### src/rtl/uart_pkg.sv
// Shared definitions for the UART transmit FIFO: drain FSM encoding and
// the handshake timeout used while waiting for the transmitter to go busy.
package uart_pkg;

    typedef enum logic [1:0] {
        ST_IDLE,
        ST_ISSUE,
        ST_WAIT_BUSY,
        ST_WAIT_DONE
    } drain_state_e;

    localparam int TX_BUSY_TIMEOUT = 4;
    localparam int TMR_W = 3;

    localparam logic [TMR_W-1:0] TMR_LAST = TMR_W'(TX_BUSY_TIMEOUT - 1);

endpackage

### src/rtl/sync_fifo.sv
// Synchronous FIFO storage with wrap-around pointers and occupancy count.
// The storage array is never reset so it maps onto plain RAM.
module sync_fifo #(
    parameter int DEPTH = 16,
    parameter int WIDTH = 8
) (
    input  logic                     clk,
    input  logic                     rst_n,
    input  logic                     push,
    input  logic [WIDTH-1:0]         wr_data,
    input  logic                     pop,
    output logic [WIDTH-1:0]         rd_data,
    output logic                     full,
    output logic                     empty,
    output logic [$clog2(DEPTH):0]   count
);

    localparam int AW = $clog2(DEPTH);
    localparam logic [AW:0] DEPTH_C = (AW+1)'(DEPTH);

    logic [WIDTH-1:0] mem_q [DEPTH];

    logic [AW-1:0] wr_ptr_q, wr_ptr_d;
    logic [AW-1:0] rd_ptr_q, rd_ptr_d;
    logic [AW:0]   count_q, count_d;

    logic do_push;
    logic do_pop;

    assign full    = (count_q == DEPTH_C);
    assign empty   = (count_q == '0);
    assign count   = count_q;
    assign rd_data = mem_q[rd_ptr_q];

    assign do_push = push && !full;
    assign do_pop  = pop && !empty;

    always_comb begin
        wr_ptr_d = wr_ptr_q;
        rd_ptr_d = rd_ptr_q;
        count_d  = count_q;
        // power-of-two depth: natural pointer overflow is the modulo
        if (do_push) begin
            wr_ptr_d = wr_ptr_q + 1'b1;
        end
        if (do_pop) begin
            rd_ptr_d = rd_ptr_q + 1'b1;
        end
        unique case ({do_push, do_pop})
            2'b10:   count_d = count_q + 1'b1;
            2'b01:   count_d = count_q - 1'b1;
            default: count_d = count_q;
        endcase
    end

    always_ff @(posedge clk or negedge rst_n) begin
        if (!rst_n) begin
            wr_ptr_q <= '0;
            rd_ptr_q <= '0;
            count_q  <= '0;
        end else begin
            wr_ptr_q <= wr_ptr_d;
            rd_ptr_q <= rd_ptr_d;
            count_q  <= count_d;
        end
    end

    always_ff @(posedge clk) begin
        if (do_push) begin
            mem_q[wr_ptr_q] <= wr_data;
        end
    end

endmodule

### src/rtl/uart_tx_fifo.sv
// CPU-side transmit FIFO that drains bytes into a uart_tx one at a time,
// waiting for the transmitter's busy handshake between bytes.
module uart_tx_fifo
    import uart_pkg::*;
#(
    parameter int DEPTH = 16,
    parameter int WIDTH = 8
) (
    input  logic                     clk,
    input  logic                     rst_n,
    input  logic                     we,
    input  logic [WIDTH-1:0]         din,
    output logic                     ready,
    output logic                     full,
    output logic                     empty,
    output logic [$clog2(DEPTH):0]   count,
    output logic                     tx_we,
    output logic [WIDTH-1:0]         tx_din,
    input  logic                     tx_busy
);

    drain_state_e state_q, state_d;

    logic [TMR_W-1:0] tmr_q, tmr_d;
    logic             tx_we_q, tx_we_d;
    logic [WIDTH-1:0] tx_din_q, tx_din_d;

    logic             push;
    logic             pop;
    logic [WIDTH-1:0] rd_data;

    // full is a registered count compare, so a same-cycle pop never
    // opens a slot for a push
    assign ready = we && !full && rst_n;
    assign push  = ready;

    assign tx_we  = tx_we_q;
    assign tx_din = tx_din_q;

    sync_fifo #(
        .DEPTH (DEPTH),
        .WIDTH (WIDTH)
    ) u_fifo (
        .clk     (clk),
        .rst_n   (rst_n),
        .push    (push),
        .wr_data (din),
        .pop     (pop),
        .rd_data (rd_data),
        .full    (full),
        .empty   (empty),
        .count   (count)
    );

    always_comb begin
        state_d  = state_q;
        tmr_d    = tmr_q;
        tx_we_d  = 1'b0;
        tx_din_d = tx_din_q;
        pop      = 1'b0;
        unique case (state_q)
            ST_IDLE: begin
                if (!empty && !tx_busy) begin
                    pop      = 1'b1;
                    tx_din_d = rd_data;
                    tx_we_d  = 1'b1;
                    state_d  = ST_ISSUE;
                end
            end
            ST_ISSUE: begin
                tmr_d   = '0;
                state_d = ST_WAIT_BUSY;
            end
            ST_WAIT_BUSY: begin
                if (tx_busy) begin
                    tmr_d   = '0;
                    state_d = ST_WAIT_DONE;
                end else if (tmr_q == TMR_LAST) begin
                    // transmitter never acknowledged; give up on this byte
                    tmr_d   = '0;
                    state_d = ST_IDLE;
                end else begin
                    tmr_d = tmr_q + 1'b1;
                end
            end
            ST_WAIT_DONE: begin
                if (!tx_busy) begin
                    state_d = ST_IDLE;
                end
            end
            default: begin
                state_d = ST_IDLE;
            end
        endcase
    end

    always_ff @(posedge clk or negedge rst_n) begin
        if (!rst_n) begin
            state_q  <= ST_IDLE;
            tmr_q    <= '0;
            tx_we_q  <= 1'b0;
            tx_din_q <= '0;
        end else begin
            state_q  <= state_d;
            tmr_q    <= tmr_d;
            tx_we_q  <= tx_we_d;
            tx_din_q <= tx_din_d;
        end
    end

endmodule

### config.mk
export PLATFORM = sky130hd
export DESIGN_NAME = uart_tx_fifo
export DESIGN_NICKNAME = d
export VERILOG_FILES = /design/src/rtl/uart_pkg.sv /design/src/rtl/sync_fifo.sv /design/src/rtl/uart_tx_fifo.sv
export SDC_FILE = /design/constraint.sdc
export NUM_CORES = 1
export LEC_CHECK = 0
export BUFFER_PORTS_ARGS = -buffer_cell sky130_fd_sc_hd__buf_2
export CAP_MARGIN = 20
export CORE_UTILIZATION = 40
export CTS_BUF_LIST = sky130_fd_sc_hd__clkbuf_16
export DETAILED_ROUTE_END_ITERATION = 7
export REMOVE_ABC_BUFFERS = 1
export SLEW_MARGIN = 20
export SYNTH_ARGS = -nofsm -noshare
export SYNTH_HDL_FRONTEND = slang
export SYNTH_HIERARCHICAL = 1
export SYNTH_SLANG_ARGS = --single-unit
### constraint.sdc
create_clock -name clk -period 3.2 [get_ports clk]
set_input_delay 0.32 -clock clk [delete_from_list [all_inputs] [get_ports clk]]
set_output_delay 0.32 -clock clk [all_outputs]
set_load 0.01 [all_outputs]
==> results of run 1 <==
worst paths after layout:
kind,startpoint,endpoint,slack [ps],depth (start not counted)
max,state_q[0]$_DFFE_PN0P_,u_fifo/count[4]$_DFFE_PN0P_,310,12
min,din[3],u_fifo/mem_q[10][3]$_DFFE_PP_,300,1
max reg2reg,state_q[0]$_DFFE_PN0P_,u_fifo/count[4]$_DFFE_PN0P_,310,12
min reg2reg,tmr_q[0]$_DFFE_PN0P_,tmr_q[0]$_DFFE_PN0P_,480,1
max in group asynchronous,rst_n,u_fifo/rd_ptr_q[0]$_DFFE_PN0P_,2400,3
min in group asynchronous,rst_n,tmr_q[2]$_DFFE_PN0P_,490,3
critical path: cells and delay by family (launching register included):
family          cells  cell delay, ps
compound gates      1             130
xor+xnor            1             130
fa+ha+maj           3             890
simple gates        5            1060
flops               1             370
buf+inv             2             190
cell families (layout without fill, tap and decap cells):
family / count (synthesis) / after routing / share of synthesized area [%]
XOR/XNOR: 10 / 10 / 1.36
AND/OR/NAND/NOR: 58 / 58 / 4.53
AO/OA/AOI/OAI: 54 / 54 / 5.32
buffers and inverters: 30 / 95 / 2.72
multiplexers: 60 / 60 / 12.8
flip-flops: 155 / 155 / 70.2
adder cells (fa/ha/maj): 15 / 15 / 3.03
cells in the final DEF (no fill, tap or decap), drive strengths merged, types with 2 or more instances in the layout:
cell type  count
and2           3
or3b           2
a22oi          8
nor2b          3
clkinvlp       2
nand2b         3
xor2           3
nand3          3
nor2          13
clkbuf        17
clkinv         6
inv           13
a221oi         8
xnor2          7
and2b          2
a21oi         10
dfrtp         27
o21ai         21
ha            14
nand2         20
mux2          18
nand4          2
buf           51
mux2i         26
mux4          16
bufinv         5
edfxtp       128
nor3           4
metal layers:
metal  GRT usage (%)  vias to the layer above  wire [µm]
li1                -                     1572          -
met4            6.71                        0        207
met3            3.62                       16        517
met1            20.7                     1753       5310
met2            26.7                       66       6160
met5               0                        -          0
repair_timing:
action                                  in CTS  in global routing
gates resized for setup                      1                  0
hold buffers                                 1                  0
endpoints found under the hold margin       27                  0
setup buffers                                1                  0
endpoints found under the setup margin       1                  0
report_power, final:
group	switching [mW]	internal, mW	total (mW)
Clock	0.751	1.37	2.12
Sequential	0.231	2.44	2.67
Combinational	1.07	0.979	2.05
through the flow:
stage	instance area, µm²	util, %	TNS [ps]	power, mW
after floorplan	6300	-	-328	4.00
after global placement	6900	43.7	0	4.66
after detailed placement	6900	43.7	-138	4.75
after CTS	7550	47.9	0	6.89
after global routing	7550	47.9	0	7.18
final	7550	47.9	0	6.83
flip-flops by register name (all words and copies together) (netlist names):
name / cells
tmr_q: 3
u_fifo/wr_ptr_q: 4
tx_din: 8
u_fifo/mem_q: 128
u_fifo/rd_ptr_q: 4
tx_we: 1
u_fifo/count: 5
state_q: 2
final cells by class:
class,instances,share of cell area [%]
tap,216,3.58
inverter,11,0.547
sequential,155,59.8
clock inverter,15,2.73
timing repair buffer,52,4.44
clock buffer,17,5.63
multi-input combinational,197,23.2
==> key figures, run 1 <==
Detailed routing
  • WL final: 12.2 mm
  • WL/cell: 18.4 µm
  • Post-route DRC: 0
  • Drt first pass iters: 4
  • Initial drt markers: 159
  • Via count: 3407
  • Final ANT Viol Nets: 0
  • Drt via density: 5.14

Logic synthesis
  • Synthesis Warnings: 6
  • Distinct cell type count after synthesis: 41
  • Post-synth EDFFs: 128
  • Cell taking the most area after synthesis: edfxtp_1
  • Post-Synthesis Cells: 382
  • Synth Register Bits: 155
  • Post-synth ARST share: 17.4%
  • Seq/Total Area, Yosys: 70.2%
  • Post-synth top flop: edfxtp_1
  • Cell with the most instances after synthesis: edfxtp_1
  • Mapped Area: 6440 µm²
  • Post-Synthesis Mean Instance Area: 16.9 µm²
  • Synth top area cells: edfxtp_1 60%, dfrtp_1 10%, mux4_2 5.6%, mux2i_1 4.0%, mux2_2 3.0%
  • Top-area cell type share of the netlist area: 59.7%
  • Top cells by count, synth: 128 x edfxtp_1, 27 x dfrtp_1, 26 x mux2i_1

CTS
  • CTS Buf Count: 17
  • Clock latency on the worst-skew pair: 410 ps
  • CTS max path bufs: 2
  • H-Tree Depth: 4
  • CTS tree: done
  • Clock sink total: 155
  • CTS Root Cell: clkbuf_16
  • CTS clk-pin slew, worst paths: 60 ps

Floorplanning
  • Top-level I/O count: 29
  • DIE WIDTH: 129 µm
  • Starting Density: 40.8%
  • Die area: 16600 µm²
  • Die Span Y: 129 µm
  • Core area: 15800 µm²
  • FP Rows: 46

STA
  • F_max: 0.347 GHz
  • Final setup vio count: 0
  • Final hold violations: 0
  • Clock Skew: 5.91 ps
  • Final setup margin: 315 ps
  • Worst rel slew slack: 45.8%
  • Max Slew Vio Count: 0
  • Period minus WS final: 2890 ps
  • Worst Max-Slew Pin Slew: 810 ps
  • Final worst path period share: 90.2%
  • Unrepaired setup endpoints after global routing: false
  • Final hold slack: 297 ps

Placed design
  • GPL Wtd Cong: 0.779
  • Port Buf Inserts: 28
  • Placed Cells: 629
  • Setup WS pre-CTS: -138 ps
  • Final HPWL DP: 8.39 mm

Final layout
  • Area Overhead vs Synth: 17.3%
  • Final-stage net count: 461
  • Multi-input gate area: 1760 µm²
  • Share of layout cells above drive strength 1: 26.4%
  • Register area: 4520 µm²
  • Fillers: 1362
  • # diodes: 0
  • Non-filler instance count after layout: 663

Setup path
  • CP startpoint kind: flop
  • Critical Setup Path Class: flop to flop
  • Worst path cell trace: inv_1, ha_1, nor3b_4, nor2b_1, ha_1, inv_1, fa_1, nor2b_1, o21ai_0, nand3_1, or3b_1, xnor2_1
  • Crit. End Element: flop
  • Critical path data required time: 3500 ps
  • Worst stage delay on the critical path: 410 ps
  • Critical Path Slowest Stage Cell: fa_1
  • Crit Path Max Fanout: 4
  • Arrival time at the worst endpoint: 3180 ps

Run status
  • Run status: finished, final reports clean

Global route
  • Largest net degree at the start of global routing: 28
  • Total grt overflow: 0
  • First-pass GRT wire length: 19.3 mm
  • GRT Util Overall: 16.2%
  • Initial antenna violation count: 0
  • Number of global-route vias before repair: 3499

Flow run
  • Max-Cap Viols: 0

Hold path
  • Min-Delay Path Class: primary input to flop

Power
  • P_leak: 2.76 nW
  • Peak VDD IR: 0.418 mV
  • PD cells: 905 nW/µm²
Power figures use the tool's default switching activity.
==> run 2: changes to the inputs <==
- clock period: 3.2 -> 3 ns (I/O delays scaled with it)
==> run 2 against run 1 <==
Net effect: non-clock buffer count is 13 lower; critical path depth is 1 lower; global-route usage is 0.66 points lower; combinational power hardly changed; first-iteration DRC count is 5.0% lower; sequential share of layout area is 1.0 points higher; routed wire length is 4.6% lower; clock skew is 3.4 ps higher; via count is 1.3% lower; final cell count is 2.0% lower; sequential power is 7% higher; critical path type unchanged; largest power group unchanged.
==> key figures, run 2 (same netlist as run 1, synthesis figures left out) <==
Floorplanning
  • Core area: 15800 µm² (unchanged)
  • Top-level I/O count: 29 (unchanged)
  • DIE WIDTH: 129 µm (unchanged)
  • Starting Density: 40.8% (unchanged)
  • Die area: 16600 µm² (unchanged)
  • Die Span Y: 129 µm (unchanged)
  • FP Rows: 46 (unchanged)

Run status
  • Run status: finished, final reports clean

Setup path
  • Critical Path Slowest Stage Cell: dfrtp_2
  • Worst stage delay on the critical path: 440 ps (+30 ps)
  • Worst path cell trace: nor4_4, and2b_2, nor3b_2, nor2b_2, ha_2, ha_1, nor2b_1, o21ai_0, a21oi_1, or3b_1, xnor2_1
  • Critical path data required time: 3300 ps (-200 ps)
  • Arrival time at the worst endpoint: 3040 ps (-140 ps)
  • CP startpoint kind: flop
  • Crit. End Element: flop
  • Crit Path Max Fanout: 4 (unchanged)
  • Worst path bufs/invs: 0 (-2)
  • Critical Setup Path Class: flop to flop
  • Critical path's top delay family: simple AND/OR/NAND/NOR gates

Detailed routing
  • Met1 wire length: 5.30 mm (-0.19%)
  • Drt via density: 5.18 (+0.71%)
  • Top sig layer: met4
  • Met2 WL: 5.73 mm (-6.9%)
  • Initial drt markers: 151 (-5.0%)
  • Final ANT Viol Nets: 0 (unchanged)
  • Post-route DRC: 0 (unchanged)
  • Drt first pass iters: 4 (unchanged)
  • Via count: 3364 (-1.3%)
  • Routed wl met3: 426 µm (-18%)
  • WL/cell: 17.9 µm (-2.7%)
  • WL final: 11.6 mm (-4.6%)

CTS
  • CTS Buf Count: 17 (unchanged)
  • Clock latency on the worst-skew pair: 420 ps (about the same)
  • CTS max path bufs: 2 (unchanged)
  • Setup Fix Bufs, Post-CTS: 0 (-1)
  • H-Tree Depth: 4 (unchanged)
  • CTS clk-pin slew, worst paths: 60 ps (about the same)
  • CTS Root Cell: clkbuf_16
  • CTS tree: done
  • Clock sink total: 155 (unchanged)

STA
  • Final setup vio count: 0 (unchanged)
  • Clock Skew: 9.28 ps (+3.37 ps)
  • Period minus WS final: 2730 ps (-150 ps)
  • Unrepaired setup endpoints after global routing: false
  • Worst Max-Slew Pin Slew: 1100 ps (+290 ps)
  • Final worst path period share: 91.2% (+1.0 points)
  • Worst rel slew slack: 26.1% (-20 points)
  • Max Slew Vio Count: 0 (unchanged)
  • F_max: 0.366 GHz (+5.5%)
  • Final hold violations: 0 (unchanged)

Placed design
  • GPL Wtd Cong: 0.787 (+1.1%)
  • Final HPWL DP: 7.84 mm (-6.6%)
  • Cell Area, Placed: 6810 µm² (-1.3%)
  • Port Buf Inserts: 28 (unchanged)

Final layout
  • Final non-filler cell area: 7430 µm² (-1.6%)
  • Share of layout cells above drive strength 1: 27.0% (+0.56 points)
  • Final Util: 47.1% (-0.78 points)
  • Final-stage net count: 448 (-2.8%)
  • Area Overhead vs Synth: 15.4%
  • Most flops, register: u_fifo/mem_q
  • Most common cell after layout, fill and taps aside: edfxtp_1
  • # diodes: 0 (unchanged)
  • Most frequent cells in the layout: 128 x edfxtp_1, 28 x buf_2, 26 x mux2i_1
  • Number of flip-flops in the largest register: 128 (unchanged)

Global route
  • First-pass GRT wire length: 18.5 mm (-4.6%)
  • Total grt overflow: 0 (unchanged)
  • Number of global-route vias before repair: 3399 (-2.9%)
  • GRT Util Overall: 15.5% (-0.66 points)
  • Largest net degree at the start of global routing: 36 (+29%)
  • Initial antenna violation count: 0 (unchanged)

Power
  • PD cells: 939 nW/µm² (+3.8%)
  • Switching power: 2.24 mW (+9.3%)
  • P_leak: 2.66 nW (-3.4%)
  • Clk pwr share: 29.7% (-1.3 points)
  • Comb pwr share: 29.5% (-0.5 points)
  • Sw Share: 32.1% (+2.1 points)
  • Sequential power share: 40.8% (+1.8 points)
  • Peak VDD IR: 0.508 mV (+22%)
  • Internal power: 4.74 mW (-0.93%)

Hold path
  • Min-Delay Path Class: primary input to flop

Flow run
  • Max-Cap Viols: 0 (unchanged)
run 2: stage by stage:
step                      std cells  TNS [ps]  hold WS (ps)  total power [mW]  setup slack [ps]
after floorplan                 363      -716          4.41              4.27              -528
final                           650         0           264              6.98               265
after global placement          617         0           373              4.88               264
after global routing            650         0           261              7.36              26.7
after CTS                       650         0           250              7.02               148
after detailed placement        617         0           382              4.93               171
run 2: worst paths after layout:
path	slack [ps]	startpoint	end	depth (start not counted)
setup / recovery	270	u_fifo/count[2]$_DFFE_PN0P_	u_fifo/count[4]$_DFFE_PN0P_	11
hold / removal	260	din[5]	u_fifo/mem_q[10][5]$_DFFE_PP_	1
setup reg to reg	270	u_fifo/count[2]$_DFFE_PN0P_	u_fifo/count[4]$_DFFE_PN0P_	11
hold reg to reg	490	tmr_q[0]$_DFFE_PN0P_	tmr_q[0]$_DFFE_PN0P_	1
max in group asynchronous	2230	rst_n	u_fifo/count[0]$_DFFE_PN0P_	3
min in group asynchronous	470	rst_n	state_q[1]$_DFFE_PN0P_	3
run 2: power by group through the flow:
stage | Combinational (mW) | Sequential (mW) | Clock (mW)
2_1_floorplan | 1.27 | 3.00 | 0
3_3_place_gp | 2.02 | 2.86 | 0
3_5_place_dp | 2.05 | 2.88 | 0
4_1_cts | 2.07 | 2.84 | 2.11
5_1_grt | 2.27 | 2.89 | 2.20
6_report | 2.06 | 2.85 | 2.07
run 2: cell type report:
cell class / count / area (µm²)
multi-input cells: 197 / 1780
clock buffers: 17 / 425
clock inverters: 15 / 158
flip-flops and latches: 155 / 4520
inverters: 11 / 41.3
well taps: 216 / 270
fillers: 1389 / 8340
repair buffers: 39 / 238
run 2: per-layer routing:
layer | global-route usage [%] | vias up
met3 | 3.62 | 12
li1 | - | 1546
met1 | 20.1 | 1727
met5 | 0 | -
met4 | 6.99 | 0
met2 | 24.9 | 79
run 2: repair_timing:
action / 4_1_cts / 5_1_grt
setup endpoints to repair: 0 / 1
resized for setup: 0 / 7
endpoints found under the hold margin: 27 / 0
hold buffers: 1 / 0
==> run 3: changes to the inputs <==
- CORE_UTILIZATION: 40 -> 61
- PLACE_DENSITY: default -> 0.79
==> run 3 against run 2 <==
Net effect: die area fell by 34%; routed wire length rose by 0.66%; critical path depth did not move; clock skew is 1.6 ps lower; final area shrank 1.5%; non-clock buffer count grew 3; global-route usage rose by 7.8 points; highest routed layer unchanged; total power fell by 0.18%; worst setup slack got worse by 61 ps; register-to-register slack worse by 60 ps; combinational power barely moved.
==> key figures, run 3 (same netlist as run 1, synthesis figures left out) <==
Final layout
  • Register area: 4520 µm² (about the same)
  • Most common cell after layout, fill and taps aside: edfxtp_1
  • Final-stage net count: 451 (+0.67%)
  • Number of flip-flops in the largest register: 128 (unchanged)
  • # diodes: 0 (unchanged)
  • Most frequent cells in the layout: 128 x edfxtp_1, 28 x buf_2, 26 x mux2i_1, 26 x dfrtp_1, 21 x o21ai_0
  • Area Overhead vs Synth: 13.7%
  • Most flops, register: u_fifo/mem_q
  • Share of layout cells above drive strength 1: 25.6% (-1.3 points)
  • Multi-input gate area: 1750 µm² (-1.3%)
  • Fillers: 656 (-53%)

Global route
  • Total grt overflow: 0 (unchanged)
  • First-pass GRT wire length: 18.4 mm (-0.37%)
  • Largest net degree at the start of global routing: 36 (unchanged)
  • GRT Util Overall: 23.4% (+7.8 points)
  • Initial antenna violation count: 0 (unchanged)
  • Number of global-route vias before repair: 3350 (-1.4%)

Floorplanning
  • Die Span Y: 105 µm (-19%)
  • DIE WIDTH: 105 µm (-19%)
  • FP Rows: 37 (-20%)
  • Core area: 10300 µm² (-35%)
  • Starting Density: 62.6% (+22 points)
  • Die area: 11000 µm² (-34%)
  • Top-level I/O count: 29 (unchanged)

Placed design
  • GPL Wtd Cong: 0.816 (+3.7%)
  • Final HPWL DP: 7.79 mm (-0.70%)
  • Port Buf Inserts: 28 (unchanged)

Setup path
  • Critical Path Slowest Stage Cell: dfrtp_1
  • Worst stage delay on the critical path: 410 ps (-30 ps)
  • CP startpoint kind: flop
  • Worst path cell trace: nor4_2, and2b_1, nor3b_2, nor2b_1, ha_2, ha_1, nor2b_1, o21ai_0, a21oi_1, or3b_1, xnor2_1
  • Reg2reg path depth: 11 (unchanged)
  • CP Launch Point: u_fifo/count[2]$_DFFE_PN0P_
  • Critical Setup Path Class: flop to flop
  • Worst path bufs/invs: 0 (unchanged)
  • Critical path's top delay family: simple AND/OR/NAND/NOR gates
  • Most used cell, CP: nor2b_1
  • RR Startpoint: u_fifo/count[2]$_DFFE_PN0P_
  • Crit. End Element: flop
  • Crit Path Max Fanout: 4 (unchanged)
  • Critical path data required time: 3300 ps (about the same)
  • Arrival time at the worst endpoint: 3100 ps (+60 ps)
  • WP depth: 11 (unchanged)

Hold path
  • Min-Delay Path Class: primary input to flop
  • Worst hold stages: 1 (unchanged)
  • Hold wc startpoint: din[3]

Power
  • PD cells: 952 nW/µm² (+1.3%)
  • Comb pwr share: 30.0% (+0.5 points)
  • P_leak: 2.68 nW (+0.63%)
  • Sw Share: 31.2% (-0.85 points)
  • Total power: 6.97 mW (-0.18%)
  • Internal power: 4.79 mW (+1.1%)
  • Clk pwr share: 29.4% (-0.3 points)
  • Switching power: 2.18 mW (-2.8%)
  • Sequential power share: 40.6% (-0.2 points)
  • Peak VDD IR: 0.519 mV (+2.0%)

Detailed routing
  • Post-route DRC: 0 (unchanged)
  • Drt first pass iters: 5 (+1)
  • WL/cell: 20.4 µm (+14%)
  • Final ANT Viol Nets: 0 (unchanged)
  • Drt via density: 6.04 (+17%)
  • Via count: 3460 (+2.9%)
  • WL final: 11.7 mm (+0.66%)
  • Initial drt markers: 271 (+79%)

CTS
  • CTS max path bufs: 2 (unchanged)
  • Setup Fix Bufs, Post-CTS: 0 (unchanged)
  • CTS Root Cell: clkbuf_16
  • CTS clk-pin slew, worst paths: 60 ps (about the same)
  • CTS Buf Count: 17 (unchanged)
  • H-Tree Depth: 4 (unchanged)
  • Clock sink total: 155 (unchanged)
  • CTS tree: done
  • Clock latency on the worst-skew pair: 420 ps (about the same)

STA
  • Final worst path period share: 93.2% (+2.0 points)
  • Worst Max-Slew Pin Slew: 873 ps (-227 ps)
  • Final setup vio count: 0 (unchanged)
  • Unrepaired setup endpoints after global routing: false
  • Max Slew Vio Count: 0 (unchanged)
  • Worst rel slew slack: 41.6% (+16 points)
  • Final hold violations: 0 (unchanged)
  • F_max: 0.358 GHz (-2.2%)
  • Setup TNS: 0 ps (unchanged)
  • Period minus WS final: 2800 ps (+60.7 ps)
  • Clock Skew: 7.64 ps (-1.64 ps)

Flow run
  • Max-Cap Viols: 0 (unchanged)

Run status
  • Run status: finished, final reports clean
run 3: per-stage QoR:
stage | setup WS [ps] | hold slack [ps] | area (µm²) | std cells | utilization [%]
finish | 204 | 267 | 7320 | 573 | 71.3
global route | 14.5 | 268 | 7320 | 573 | 71.3
CTS | 105 | 258 | 7320 | 573 | 71.2
detailed placement | 147 | 378 | 6730 | 540 | 65.5
global placement | 278 | 369 | 6730 | 540 | 65.5
floorplan | -528 | 4.41 | 6300 | 363 | -
run 3: layer usage:
layer	vias to the layer above	global-route usage, %	share of wire [%]
li1	1556	-	-
met1	1753	32.6	42
met3	21	5.74	6.8
met5	-	0	0
met2	130	35.7	49
met4	0	9.66	1.7
run 3: worst paths after layout:
kind | end | slack, ps
setup / recovery | u_fifo/count[4]$_DFFE_PN0P_ | 200
hold / removal | u_fifo/mem_q[10][3]$_DFFE_PP_ | 270
setup reg to reg | u_fifo/count[4]$_DFFE_PN0P_ | 200
hold reg to reg | tmr_q[0]$_DFFE_PN0P_ | 500
max in group asynchronous | u_fifo/rd_ptr_q[0]$_DFFE_PN0P_ | 2210
min in group asynchronous | tmr_q[2]$_DFFE_PN0P_ | 490
run 3: worst register-to-register path, delay by kind of cell (launching register included):
kind / cells / cell delay, ps
adder cells (fa/ha/maj): 2 / 530
XOR/XNOR: 1 / 130
AND/OR/NAND/NOR: 6 / 1290
flip-flops: 1 / 410
AO/OA/AOI/OAI: 2 / 310
run 3: power by group through the flow:
stage / registers [mW] / clock network [mW] / logic, mW
after floorplan: 3.00 / 0 / 1.27
after global placement: 2.85 / 0 / 1.99
after detailed placement: 2.87 / 0 / 2.06
after CTS: 2.83 / 2.07 / 2.09
after global routing: 2.86 / 2.16 / 2.28
final: 2.83 / 2.05 / 2.09
run 3: timing repair:
item / in CTS / in global routing
resized for setup: 0 / 2
endpoints found under the hold margin: 27 / 0
endpoints found under the setup margin: 0 / 1
hold buffers: 1 / 0
run 3: area by class of cell:
type	count	area share [%]
multi-input cells	197	24.0
clock buffers	17	5.81
inverters	11	0.564
clock inverters	15	2.07
well taps	136	2.32
flip-flops and latches	155	61.7
repair buffers	42	3.55
